### src/rtl/esc_update_sequencer_pkg.sv
// Shared widths, speed type and sequencer state encoding for the ESC update sequencer.
package esc_pkg;

    localparam int SPEED_W    = 11;
    localparam int NUM_MOTORS = 4;

    typedef logic [SPEED_W-1:0] speed_t;

    typedef enum logic [1:0] {
        DISARMED = 2'd0,
        ARMING   = 2'd1,
        RUN      = 2'd2
    } esc_state_t;

endpackage

### src/rtl/esc_update_sequencer_if.sv
// Flight-controller side request bus and shared ESC write bus of the sequencer.
interface esc_update_sequencer_if;
    import esc_pkg::*;

    logic                  upd;
    speed_t                frnt_spd;
    speed_t                bck_spd;
    speed_t                lft_spd;
    speed_t                rght_spd;
    logic                  arm_req;
    logic                  kill;
    speed_t                SPEED;
    logic [NUM_MOTORS-1:0] wrt;
    logic                  armed;
    logic                  busy;

    modport master (
        output upd, frnt_spd, bck_spd, lft_spd, rght_spd, arm_req, kill,
        input  SPEED, wrt, armed, busy
    );

    modport slave (
        input  upd, frnt_spd, bck_spd, lft_spd, rght_spd, arm_req, kill,
        output SPEED, wrt, armed, busy
    );

endinterface

### src/rtl/esc_update_sequencer_slew.sv
// One motor's slew step: move cur toward tgt by at most MAX_STEP per frame.
module esc_slew_step
    import esc_pkg::*;
#(
    parameter int MAX_STEP = 64
) (
    input  speed_t i_cur,
    input  speed_t i_tgt,
    output speed_t o_nxt
);

    localparam logic signed [SPEED_W:0] STEP_S = (SPEED_W+1)'(MAX_STEP);
    localparam speed_t                  STEP_U = SPEED_W'(MAX_STEP);

    logic signed [SPEED_W:0] w_diff;

    // Signed 12-bit difference; the clamped step never leaves 0..2047 because it stops short of tgt.
    always_comb begin
        w_diff = $signed({1'b0, i_tgt}) - $signed({1'b0, i_cur});
        if (w_diff > STEP_S) begin
            o_nxt = i_cur + STEP_U;
        end else if (w_diff < -STEP_S) begin
            o_nxt = i_cur - STEP_U;
        end else begin
            o_nxt = i_tgt;
        end
    end

endmodule

### src/rtl/esc_update_sequencer.sv
// Frame-rate ESC scheduler: latches targets, arms, slews, and writes four ESCs over a shared bus.
//
// state    | meaning
// ---------+-----------------------------------------------------------
// DISARMED | speeds forced to 0, zero frames still written
// ARMING   | zero frames written, counting ARM_FRAMES ticks
// RUN      | speeds slew toward targets once per frame
module esc_update_sequencer
    import esc_pkg::*;
#(
    parameter int FRAME_CYCLES = 50000,
    parameter int ARM_FRAMES   = 1000,
    parameter int MAX_STEP     = 64
) (
    input logic                    clk,
    input logic                    rst,
    esc_update_sequencer_if.slave  bus
);

    localparam int FRM_W = $clog2(FRAME_CYCLES);
    localparam int ARM_W = (ARM_FRAMES > 1) ? $clog2(ARM_FRAMES) : 1;
    localparam logic [FRM_W-1:0] FRM_LAST = FRM_W'(FRAME_CYCLES - 1);
    localparam logic [ARM_W-1:0] ARM_LAST = ARM_W'(ARM_FRAMES - 1);

    esc_state_t             r_state;
    logic [FRM_W-1:0]       r_frm_cnt;
    logic [ARM_W-1:0]       r_arm_cnt;
    logic                   r_armed;
    speed_t                 r_tgt     [NUM_MOTORS];
    speed_t                 r_cur     [NUM_MOTORS];
    logic [NUM_MOTORS-1:0]  r_wrt;
    speed_t                 r_speed;
    logic                   r_busy;

    logic                   w_tick;
    logic                   w_exit;
    speed_t                 w_slew    [NUM_MOTORS];
    speed_t                 w_cur_nxt [NUM_MOTORS];
    logic [NUM_MOTORS-1:0]  w_ph_nxt;
    speed_t                 w_spd_nxt;

    assign w_tick = (r_frm_cnt == FRM_LAST);
    assign w_exit = (r_state != DISARMED) && (bus.kill || !bus.arm_req);

    for (genvar g = 0; g < NUM_MOTORS; g++) begin : g_slew
        esc_slew_step #(.MAX_STEP(MAX_STEP)) u_slew (
            .i_cur (r_cur[g]),
            .i_tgt (r_tgt[g]),
            .o_nxt (w_slew[g])
        );
    end

    // Next current speeds; exits clear them in the same cycle so in-flight strobes carry 0.
    always_comb begin
        for (int i = 0; i < NUM_MOTORS; i++) begin
            w_cur_nxt[i] = r_cur[i];
            if ((r_state == DISARMED) || w_exit) begin
                w_cur_nxt[i] = '0;
            end else if ((r_state == RUN) && w_tick) begin
                w_cur_nxt[i] = w_slew[i];
            end
        end
    end

    // Next strobe position and the speed that travels with it.
    always_comb begin
        w_ph_nxt  = w_tick ? NUM_MOTORS'(1) : {r_wrt[NUM_MOTORS-2:0], 1'b0};
        w_spd_nxt = '0;
        for (int i = 0; i < NUM_MOTORS; i++) begin
            if (w_ph_nxt[i]) begin
                w_spd_nxt = w_cur_nxt[i];
            end
        end
    end

    // Free-running frame counter, targets, speeds and registered bus outputs.
    always_ff @(posedge clk) begin
        if (rst) begin
            r_frm_cnt <= '0;
            r_tgt     <= '{default: '0};
            r_cur     <= '{default: '0};
            r_wrt     <= '0;
            r_speed   <= '0;
            r_busy    <= 1'b0;
        end else begin
            r_frm_cnt <= w_tick ? '0 : r_frm_cnt + 1'b1;
            r_cur     <= w_cur_nxt;
            r_wrt     <= w_ph_nxt;
            r_speed   <= w_spd_nxt;
            r_busy    <= |w_ph_nxt;
            if (bus.upd) begin
                r_tgt[0] <= bus.frnt_spd;
                r_tgt[1] <= bus.bck_spd;
                r_tgt[2] <= bus.lft_spd;
                r_tgt[3] <= bus.rght_spd;
            end
        end
    end

    // Arming FSM; exits take priority over any tick in the same cycle.
    always_ff @(posedge clk) begin
        if (rst) begin
            r_state   <= DISARMED;
            r_arm_cnt <= '0;
            r_armed   <= 1'b0;
        end else begin
            case (r_state)
                DISARMED: begin
                    if (w_tick && bus.arm_req && !bus.kill) begin
                        r_state   <= ARMING;
                        r_arm_cnt <= '0;
                    end
                end
                ARMING: begin
                    if (w_exit) begin
                        r_state <= DISARMED;
                    end else if (w_tick) begin
                        if (r_arm_cnt == ARM_LAST) begin
                            r_state <= RUN;
                            r_armed <= 1'b1;
                        end else begin
                            r_arm_cnt <= r_arm_cnt + 1'b1;
                        end
                    end
                end
                RUN: begin
                    if (w_exit) begin
                        r_state <= DISARMED;
                        r_armed <= 1'b0;
                    end
                end
                default: begin
                    r_state <= DISARMED;
                    r_armed <= 1'b0;
                end
            endcase
        end
    end

    assign bus.SPEED = r_speed;
    assign bus.wrt   = r_wrt;
    assign bus.armed = r_armed;
    assign bus.busy  = r_busy;

endmodule
### src/flat_wrapper.sv
// flat-port wrapper written by rule: the top's interface ports become plain ports
module esc_update_sequencer_flat import esc_pkg::*;
#(
    parameter int FRAME_CYCLES = 50000,
    parameter int ARM_FRAMES   = 1000,
    parameter int MAX_STEP     = 64
)
  (clk, rst, bus_upd, bus_frnt_spd, bus_bck_spd, bus_lft_spd, bus_rght_spd, bus_arm_req, bus_kill, bus_SPEED, bus_wrt, bus_armed, bus_busy);
  esc_update_sequencer_if bus_i ();
  input logic clk;
  input logic rst;
  input wire logic [$bits(bus_i.upd)-1:0] bus_upd;
  input wire logic [$bits(bus_i.frnt_spd)-1:0] bus_frnt_spd;
  input wire logic [$bits(bus_i.bck_spd)-1:0] bus_bck_spd;
  input wire logic [$bits(bus_i.lft_spd)-1:0] bus_lft_spd;
  input wire logic [$bits(bus_i.rght_spd)-1:0] bus_rght_spd;
  input wire logic [$bits(bus_i.arm_req)-1:0] bus_arm_req;
  input wire logic [$bits(bus_i.kill)-1:0] bus_kill;
  output wire logic [$bits(bus_i.SPEED)-1:0] bus_SPEED;
  output wire logic [$bits(bus_i.wrt)-1:0] bus_wrt;
  output wire logic [$bits(bus_i.armed)-1:0] bus_armed;
  output wire logic [$bits(bus_i.busy)-1:0] bus_busy;
  assign bus_i.upd = bus_upd;
  assign bus_i.frnt_spd = bus_frnt_spd;
  assign bus_i.bck_spd = bus_bck_spd;
  assign bus_i.lft_spd = bus_lft_spd;
  assign bus_i.rght_spd = bus_rght_spd;
  assign bus_i.arm_req = bus_arm_req;
  assign bus_i.kill = bus_kill;
  assign bus_SPEED = bus_i.SPEED;
  assign bus_wrt = bus_i.wrt;
  assign bus_armed = bus_i.armed;
  assign bus_busy = bus_i.busy;
  esc_update_sequencer #(.FRAME_CYCLES(FRAME_CYCLES), .ARM_FRAMES(ARM_FRAMES), .MAX_STEP(MAX_STEP)) u_core (.clk(clk), .rst(rst), .bus(bus_i));
endmodule
### config.mk
export PLATFORM = sky130hd
export DESIGN_NAME = esc_update_sequencer_flat
export DESIGN_NICKNAME = d
export VERILOG_FILES = /design/src/rtl/esc_update_sequencer_pkg.sv /design/src/rtl/esc_update_sequencer_if.sv /design/src/rtl/esc_update_sequencer_slew.sv /design/src/rtl/esc_update_sequencer.sv /design/src/flat_wrapper.sv
export SDC_FILE = /design/constraint.sdc
export NUM_CORES = 1
export LEC_CHECK = 0
export CAP_MARGIN = 20
export CORE_AREA = 2 2 168 170
export CTS_CLUSTER_DIAMETER = 50
export CTS_CLUSTER_SIZE = 10
export DETAILED_ROUTE_END_ITERATION = 10
export DIE_AREA = 0 0 170 172
export GPL_TIMING_DRIVEN = 0
export SYNTH_ARGS = -nofsm -noshare
export SYNTH_HDL_FRONTEND = slang
export SYNTH_HIERARCHICAL = 1
export SYNTH_SLANG_ARGS = --single-unit
### constraint.sdc
create_clock -name clk -period 4.59 [get_ports clk]
set_input_delay 0.918 -clock clk [delete_from_list [all_inputs] [get_ports clk]]
set_output_delay 0.918 -clock clk [all_outputs]
set_load 0.005 [all_outputs]
==> results of run 1 <==
state kept, by name (all words and copies together), names as in the netlist:
signal and cells:
u_core/r_cur 44, u_core/r_tgt 44, u_core/r_frm_cnt 16, u_core/bus.SPEED 11, u_core/r_arm_cnt 10, u_core/bus.wrt 4
u_core/r_state 2, u_core/bus.armed 1, u_core/bus.busy 1
cell usage after synthesis (all sizes together), types with 5 or more instances:
| master | number |
|---|---|
| buf | 30 |
| nor3 | 26 |
| or4b | 5 |
| nand4 | 8 |
| o211ai | 10 |
| and3 | 9 |
| mux2i | 66 |
| nor2 | 101 |
| ha | 54 |
| dfxtp | 133 |
| inv | 77 |
| xor2 | 12 |
| a21o | 10 |
| o311a | 8 |
| nand3b | 12 |
| a21oi | 81 |
| a211o | 6 |
| a211oi | 29 |
| clkbuf | 23 |
| o211a | 5 |
| a31oi | 16 |
| o21a | 6 |
| mux2 | 26 |
| nor4 | 11 |
| nand2 | 138 |
| o2111ai | 10 |
| nand3 | 28 |
| and2 | 17 |
| or3 | 11 |
| o21ai | 35 |
| nor2b | 13 |
| o31ai | 6 |
| xnor2 | 25 |
| or2 | 19 |
| nand2b | 14 |
logic make-up after synthesis:
| group | after synthesis | share of synthesized area, % |
|---|---|---|
| xor gates and xnor gates | 37 | 3.40 |
| buffers and inverters | 130 | 6.33 |
| muxes | 92 | 11.2 |
| AOI/OAI and AO/OA | 269 | 20.6 |
| adders and majority gates | 58 | 7.94 |
| and+or+nand+nor | 423 | 22.6 |
| DFF | 133 | 28.0 |
area by class of cell:
type	count	share of cell area, %
Multi-Input combinational cell	879	55.9
Sequential cell	133	23.8
Timing Repair Buffer	63	5.63
Clock buffer	18	3.92
Tap cell	346	3.87
Buffer	53	2.81
Inverter	77	2.58
Clock inverter	13	1.51
metal layers:
metal	vias up	track usage [%]	routed length [um]
li1	4272	-	-
met5	-	0	0
met2	133	29.1	11700
met1	3939	22.9	11900
met3	25	2.98	793
met4	0	5.20	418
power groups by stage:
stage | Combinational (W) | Sequential, W | Clock [W]
CTS | 0.000688 | 0.00121 | 0.00147
global route | 0.000756 | 0.00121 | 0.00152
global placement | 0.000676 | 0.00123 | 0
detailed placement | 0.000683 | 0.00123 | 0
finish | 0.000686 | 0.00121 | 0.00144
floorplan | 0.000533 | 0.00122 | 0
final timing paths:
| path | startpoint | to | slack, ns | cells after the start |
|---|---|---|---|---|
| setup / recovery | u_core/r_tgt[33] | u_core/bus.SPEED[1] | 0.51 | 13 |
| hold / removal | u_core/r_frm_cnt[0] | u_core/r_frm_cnt[0] | 0.46 | 1 |
| setup reg to reg | u_core/r_tgt[33] | u_core/bus.SPEED[1] | 0.51 | 13 |
| hold reg to reg | u_core/r_frm_cnt[0] | u_core/r_frm_cnt[0] | 0.46 | 1 |
worst reg2reg max path, cell delays in order, from the launching register on:
cell and delay, ns:
dfxtp_1 0.35, inv_1 0.05, ha_1 0.21, fa_1 0.43
nor2b_1 0.26, o31ai_1 0.13, a211oi_1 0.45, o41ai_2 0.12
xnor2_1 0.35, nor3_2 0.16, mux2i_4 0.47, mux2i_1 0.34
mux2i_1 0.11, a211oi_1 0.48
stage by stage:
| step | instance area, um^2 | util, % | power, W | hold WS [ns] |
|---|---|---|---|---|
| final | 11200 | 40.7 | 0.00333 | 0.461 |
| after global placement | 10600 | 38.5 | 0.00191 | 0.443 |
| after floorplan | 9520 | - | 0.00175 | 0.430 |
| after detailed placement | 10600 | 38.5 | 0.00191 | 0.451 |
| after CTS | 11200 | 40.7 | 0.00337 | 0.466 |
| after global routing | 11200 | 40.7 | 0.00348 | 0.484 |
==> out/metrics.cfg, run 1 <==
[sta]
finalClockSkew_ns = 0.0135
finalCriticalPeriod_ns = 4.08
slew_violations = 0
setup_ws_ns = 0.515
grt_setup_unrepaired = no
relSlewSlack_pct = 30.9
setup_viol = 0
tns_ns = 0
max_freq_mhz = 245
tightestPinTransition_ns = 1.03
hold_violations = 0
min_period_over_period_pct = 88.8

[drt]
drcViolationCount = 0
vias_per_cell = 5.29
first_pass_iters = 4
ant_nets = 0
wl_um = 24900
via_count = 8369
wl_per_cell_um = 15.7
drt_iter0_drc = 574

[power_and_ir_drop]
peakVddDrop_mv = 0.184
p_switching_w = 0.000953
pwr-share-comb_pct = 20.6
switching_share_pct = 28.6
internal_power_w = 0.00238
power.density_nw_per_um2 = 298
clock_power_share_pct = 43.2
p_leak_nw = 4.28
seqPwrFrac_pct = 36.2

[yosys]
netlist_instances = 1142
synth_fp_nets = 1249
syn_area_um2 = 9520
yosysWarnings = 6
synthArstFlopShare_pct = 0
synth_top_cell_by_area = dfxtp_1
synth_edf_count = 0
synth.ff_latch_count = 133
yosys-top-cells-area = dfxtp_1 (28%), ha_1 (7.1%), mux2i_1 (6.7%)
yosysUniqueCellTypes = 85
netlist.area_leader.share_pct = 28.0
synth-main-ff-cell = dfxtp_1
synth.avg_cell_area_um2 = 8.34
ys_seq_area_share_pct = 28.0

[setup_path]
crit_path_start_kind = flip-flop
end_kind = flip-flop
path_class = flip-flop to flip-flop
crit_chain = inv_1 -> ha_1 -> fa_1 -> nor2b_1 -> o31ai_1 -> a211oi_1 -> o41ai_2 -> xnor2_1 -> nor3_2 -> mux2i_4 -> mux2i_1 -> mux2i_1 -> a211oi_1
crit_path_max_fanout = 10
cp_data_arrival_time_ns = 4.35
crit_buf_inv = 1
slowest_stage = a211oi_1
required_ns = 4.86
crit_family = compound AO/OA/AOI/OAI gates
critPathMaxStageDelay_ns = 0.48

[grt]
grt_pass1_wl_um = 40600
grt_pass1_vias = 7901
grt_remaining_overflow = 0
grtUsageTotal_pct = 17.4
antenna_found_initial = 0
grt_max_degree = 17

[floorplanning]
num_rows = 61
io_pins = 66
initial_core_util_pct = 34.7
die_w_um = 170
die_y_um = 172
die_area_um2 = 29200
core_um2 = 27500

[clocking]
max-clock-path-buffers = 2
clock_latency_ns = 0.43
clk_pin_slew_ns = 0.06
cts_tree = yes
post_cts_buffers = 0
clock-sinks = 133
htreeDepth = 4
clock-root-buffer = clkbuf_16
post_cts_resized = 0
hold_buffers = 0
cts_inserted_buffers = 17

[finish]
fin_cells = 1582
n_antenna_cell = 0
regArea_um2 = 2660
drive_above_1_share_pct = 11.4
multi_input_area_um2 = 6260
layout_commonest_cell = nand2_1
final_cell_mix = nand2_1 (138), dfxtp_1 (133), nor2_1 (95), inv_1 (77), a21oi_1 (74)
fill_cells = 2804
fin_nets = 1331
area_delta_synth_final_pct = 17.6

[run]
cap_violations = 0

[place]
dp_cells = 1551
pre_cts_ws_ns = 0.542
io_buffer_count = 63
gp_congestion = 0.896
place_hpwl_um = 19000

[worst_hold_path]
hold_class = flip-flop to flip-flop

[outcome]
status = complete, no violations

Power figures use the tool's default switching activity.
==> inputs of run 2 (changes only) <==
--- a/config.mk
+++ b/config.mk
@@ -6,12 +6,15 @@
 export NUM_CORES = 1
 export LEC_CHECK = 0
 export CAP_MARGIN = 20
+export CELL_PAD_IN_SITES_DETAIL_PLACEMENT = 0
+export CELL_PAD_IN_SITES_GLOBAL_PLACEMENT = 1
 export CORE_AREA = 2 2 168 170
 export CTS_CLUSTER_DIAMETER = 50
 export CTS_CLUSTER_SIZE = 10
 export DETAILED_ROUTE_END_ITERATION = 10
 export DIE_AREA = 0 0 170 172
 export GPL_TIMING_DRIVEN = 0
+export PLACE_DENSITY_LB_ADDON = 0.1
 export SYNTH_ARGS = -nofsm -noshare
 export SYNTH_HDL_FRONTEND = slang
 export SYNTH_HIERARCHICAL = 1
==> out/metrics.cfg, run 2 (same netlist as run 1, synthesis figures left out) <==
[outcome]
status = complete, no violations

[setup_path]
worstReg2RegStart = u_core/r_tgt[33]
path_class = flip-flop to flip-flop
critPathMaxStageDelay_ns = 0.47
reg2reg_to = u_core/bus.SPEED[1]
crit_family = compound AO/OA/AOI/OAI gates
crit_buf_inv = 1
ff2ff_setup_slack_ns = 0.59
crit_path_start_kind = flip-flop
crit_path_max_fanout = 10
cp_data_arrival_time_ns = 4.27
crit_chain = inv_1 -> ha_1 -> fa_1 -> nor2b_1 -> o31ai_1 -> a211oi_1 -> o41ai_2 -> xnor2_1 -> nor3_2 -> mux2i_4 -> mux2i_1 -> mux2i_1 -> a211oi_1
slowest_stage = a211oi_1
end_kind = flip-flop
required_ns = 4.86
reg2reg_depth = 13

[drt]
vias_per_cell = 5.25
wl_per_cell_um = 16.8
drt_iter0_drc = 431
drcViolationCount = 0
met3WireLength_um = 760
wl_um = 26600
ant_nets = 0
met2RoutedLength_um = 12600
via_count = 8314
top_layer = met4
met1_length_um = 13100
first_pass_iters = 5

[grt]
grt_max_degree = 17
grtUsageTotal_pct = 18.5
grt_remaining_overflow = 0
grt_pass1_vias = 7839
antenna_found_initial = 0
grt_pass1_wl_um = 42500

[place]
place_hpwl_um = 20200
io_buffer_count = 63
gp_congestion = 0.819
dp_cells = 1551

[finish]
fin_cells = 1583
utilization_pct = 40.6
layout_commonest_cell = nand2_1
reg.largest.list = u_core/r_cur: 44 flops, u_core/r_tgt: 44 flops, u_core/r_frm_cnt: 16 flops
n_antenna_cell = 0
fin_nets = 1331
area_delta_synth_final_pct = 17.3
drive_above_1_share_pct = 11.4
final_cell_mix = nand2_1 (138), dfxtp_1 (133), nor2_1 (95), inv_1 (77), a21oi_1 (74)

[clocking]
clock_latency_ns = 0.42
post_cts_buffers = 0
clock-sinks = 133
post_cts_resized = 0
clock-root-buffer = clkbuf_16
clk_pin_slew_ns = 0.06
hold_buffers = 0
max-clock-path-buffers = 2
htreeDepth = 4
cts_tree = yes
cts_inserted_buffers = 17

[floorplanning]
io_pins = 66
core_um2 = 27500
die_w_um = 170
initial_core_util_pct = 34.7
die_area_um2 = 29200
num_rows = 61
die_y_um = 172

[power_and_ir_drop]
power.density_nw_per_um2 = 293
peakVddDrop_mv = 0.186
p_leak_nw = 4.26

[worst_hold_path]
min-delay-start = u_core/r_frm_cnt[0]
holdPathStages = 1
min_to = u_core/r_frm_cnt[0]
hold_class = flip-flop to flip-flop

[sta]
finalCriticalPeriod_ns = 4.00
setup_viol = 0
slew_violations = 0
max_freq_mhz = 250
grt_setup_unrepaired = no
hold_violations = 0
finalClockSkew_ns = 0.0136
tightestPinTransition_ns = 1.07
tns_ns = 0
relSlewSlack_pct = 28.3
min_period_over_period_pct = 87.2

[run]
cap_violations = 0

==> run 2: cell types whose count changed in the layout (fill, tap and decap cells not counted) <==
cell        delta
clkinvlp_4     +3
clkbuf_8       -1
clkbuf_1       +1
inv_6          -3
clkinv_4       +2
bufinv_16      -1
==> run 2: worst register-to-register path, cell delays in order (launching register included) <==
cell and delay (ns):
dfxtp_1 0.36, inv_1 0.06, ha_1 0.21, fa_1 0.42, nor2b_1 0.27, o31ai_1 0.13
a211oi_1 0.44, o41ai_2 0.12, xnor2_1 0.37, nor3_2 0.16, mux2i_4 0.44, mux2i_1 0.30
mux2i_1 0.10, a211oi_1 0.47
==> run 2: metal layers <==
metal | GRT usage [%] | vias to the layer above
met5 | 0 | -
met4 | 3.05 | 0
met3 | 3.23 | 8
met2 | 31.6 | 108
met1 | 24.9 | 3926
li1 | - | 4272
==> run 2: cell type report <==
class                           instances  area, um^2
Inverter                               77         289
Clock buffer                           18         429
Multi-Input combinational cell        879        6260
Tap cell                              346         433
Timing Repair Buffer                   63         631
Fill cell                            2851       16300
Sequential cell                       133        2660
Clock inverter                         14         153
Buffer                                 53         314
==> run 2: per-stage QoR <==
stage / hold WS (ns) / setup slack [ns] / power (W) / area [um^2]
2_1_floorplan: 0.430 / 1.39 / 0.00175 / 9520
3_5_place_dp: 0.451 / 0.562 / 0.00193 / 10600
4_1_cts: 0.468 / 0.537 / 0.00333 / 11200
3_3_place_gp: 0.442 / 0.612 / 0.00193 / 10600
6_report: 0.468 / 0.586 / 0.00327 / 11200
5_1_grt: 0.490 / 0.281 / 0.00345 / 11200
==> run 2: how the worst max path moves through the flow <==
stage          slack [ns]  depth (start not counted)             start             endpoint
3_3_place_gp         0.61                         13  u_core/r_tgt[33]  u_core/bus.SPEED[1]
2_1_floorplan        1.39                         14  u_core/r_cur[37]  u_core/bus.SPEED[2]
3_5_place_dp         0.56                         13  u_core/r_tgt[33]  u_core/bus.SPEED[1]
4_1_cts              0.54                         13  u_core/r_tgt[33]  u_core/bus.SPEED[1]
6_report             0.59                         13  u_core/r_tgt[33]  u_core/bus.SPEED[1]
5_1_grt              0.28                         13  u_core/r_tgt[33]  u_core/bus.SPEED[1]
==> run 2: power by group <==
| part | switching, W | internal (W) |
|---|---|---|
| Clock | 0.000572 | 0.000805 |
| Sequential | 0.0000261 | 0.00118 |
| Combinational | 0.000367 | 0.000324 |
| Total | 0.000965 | 0.00231 |
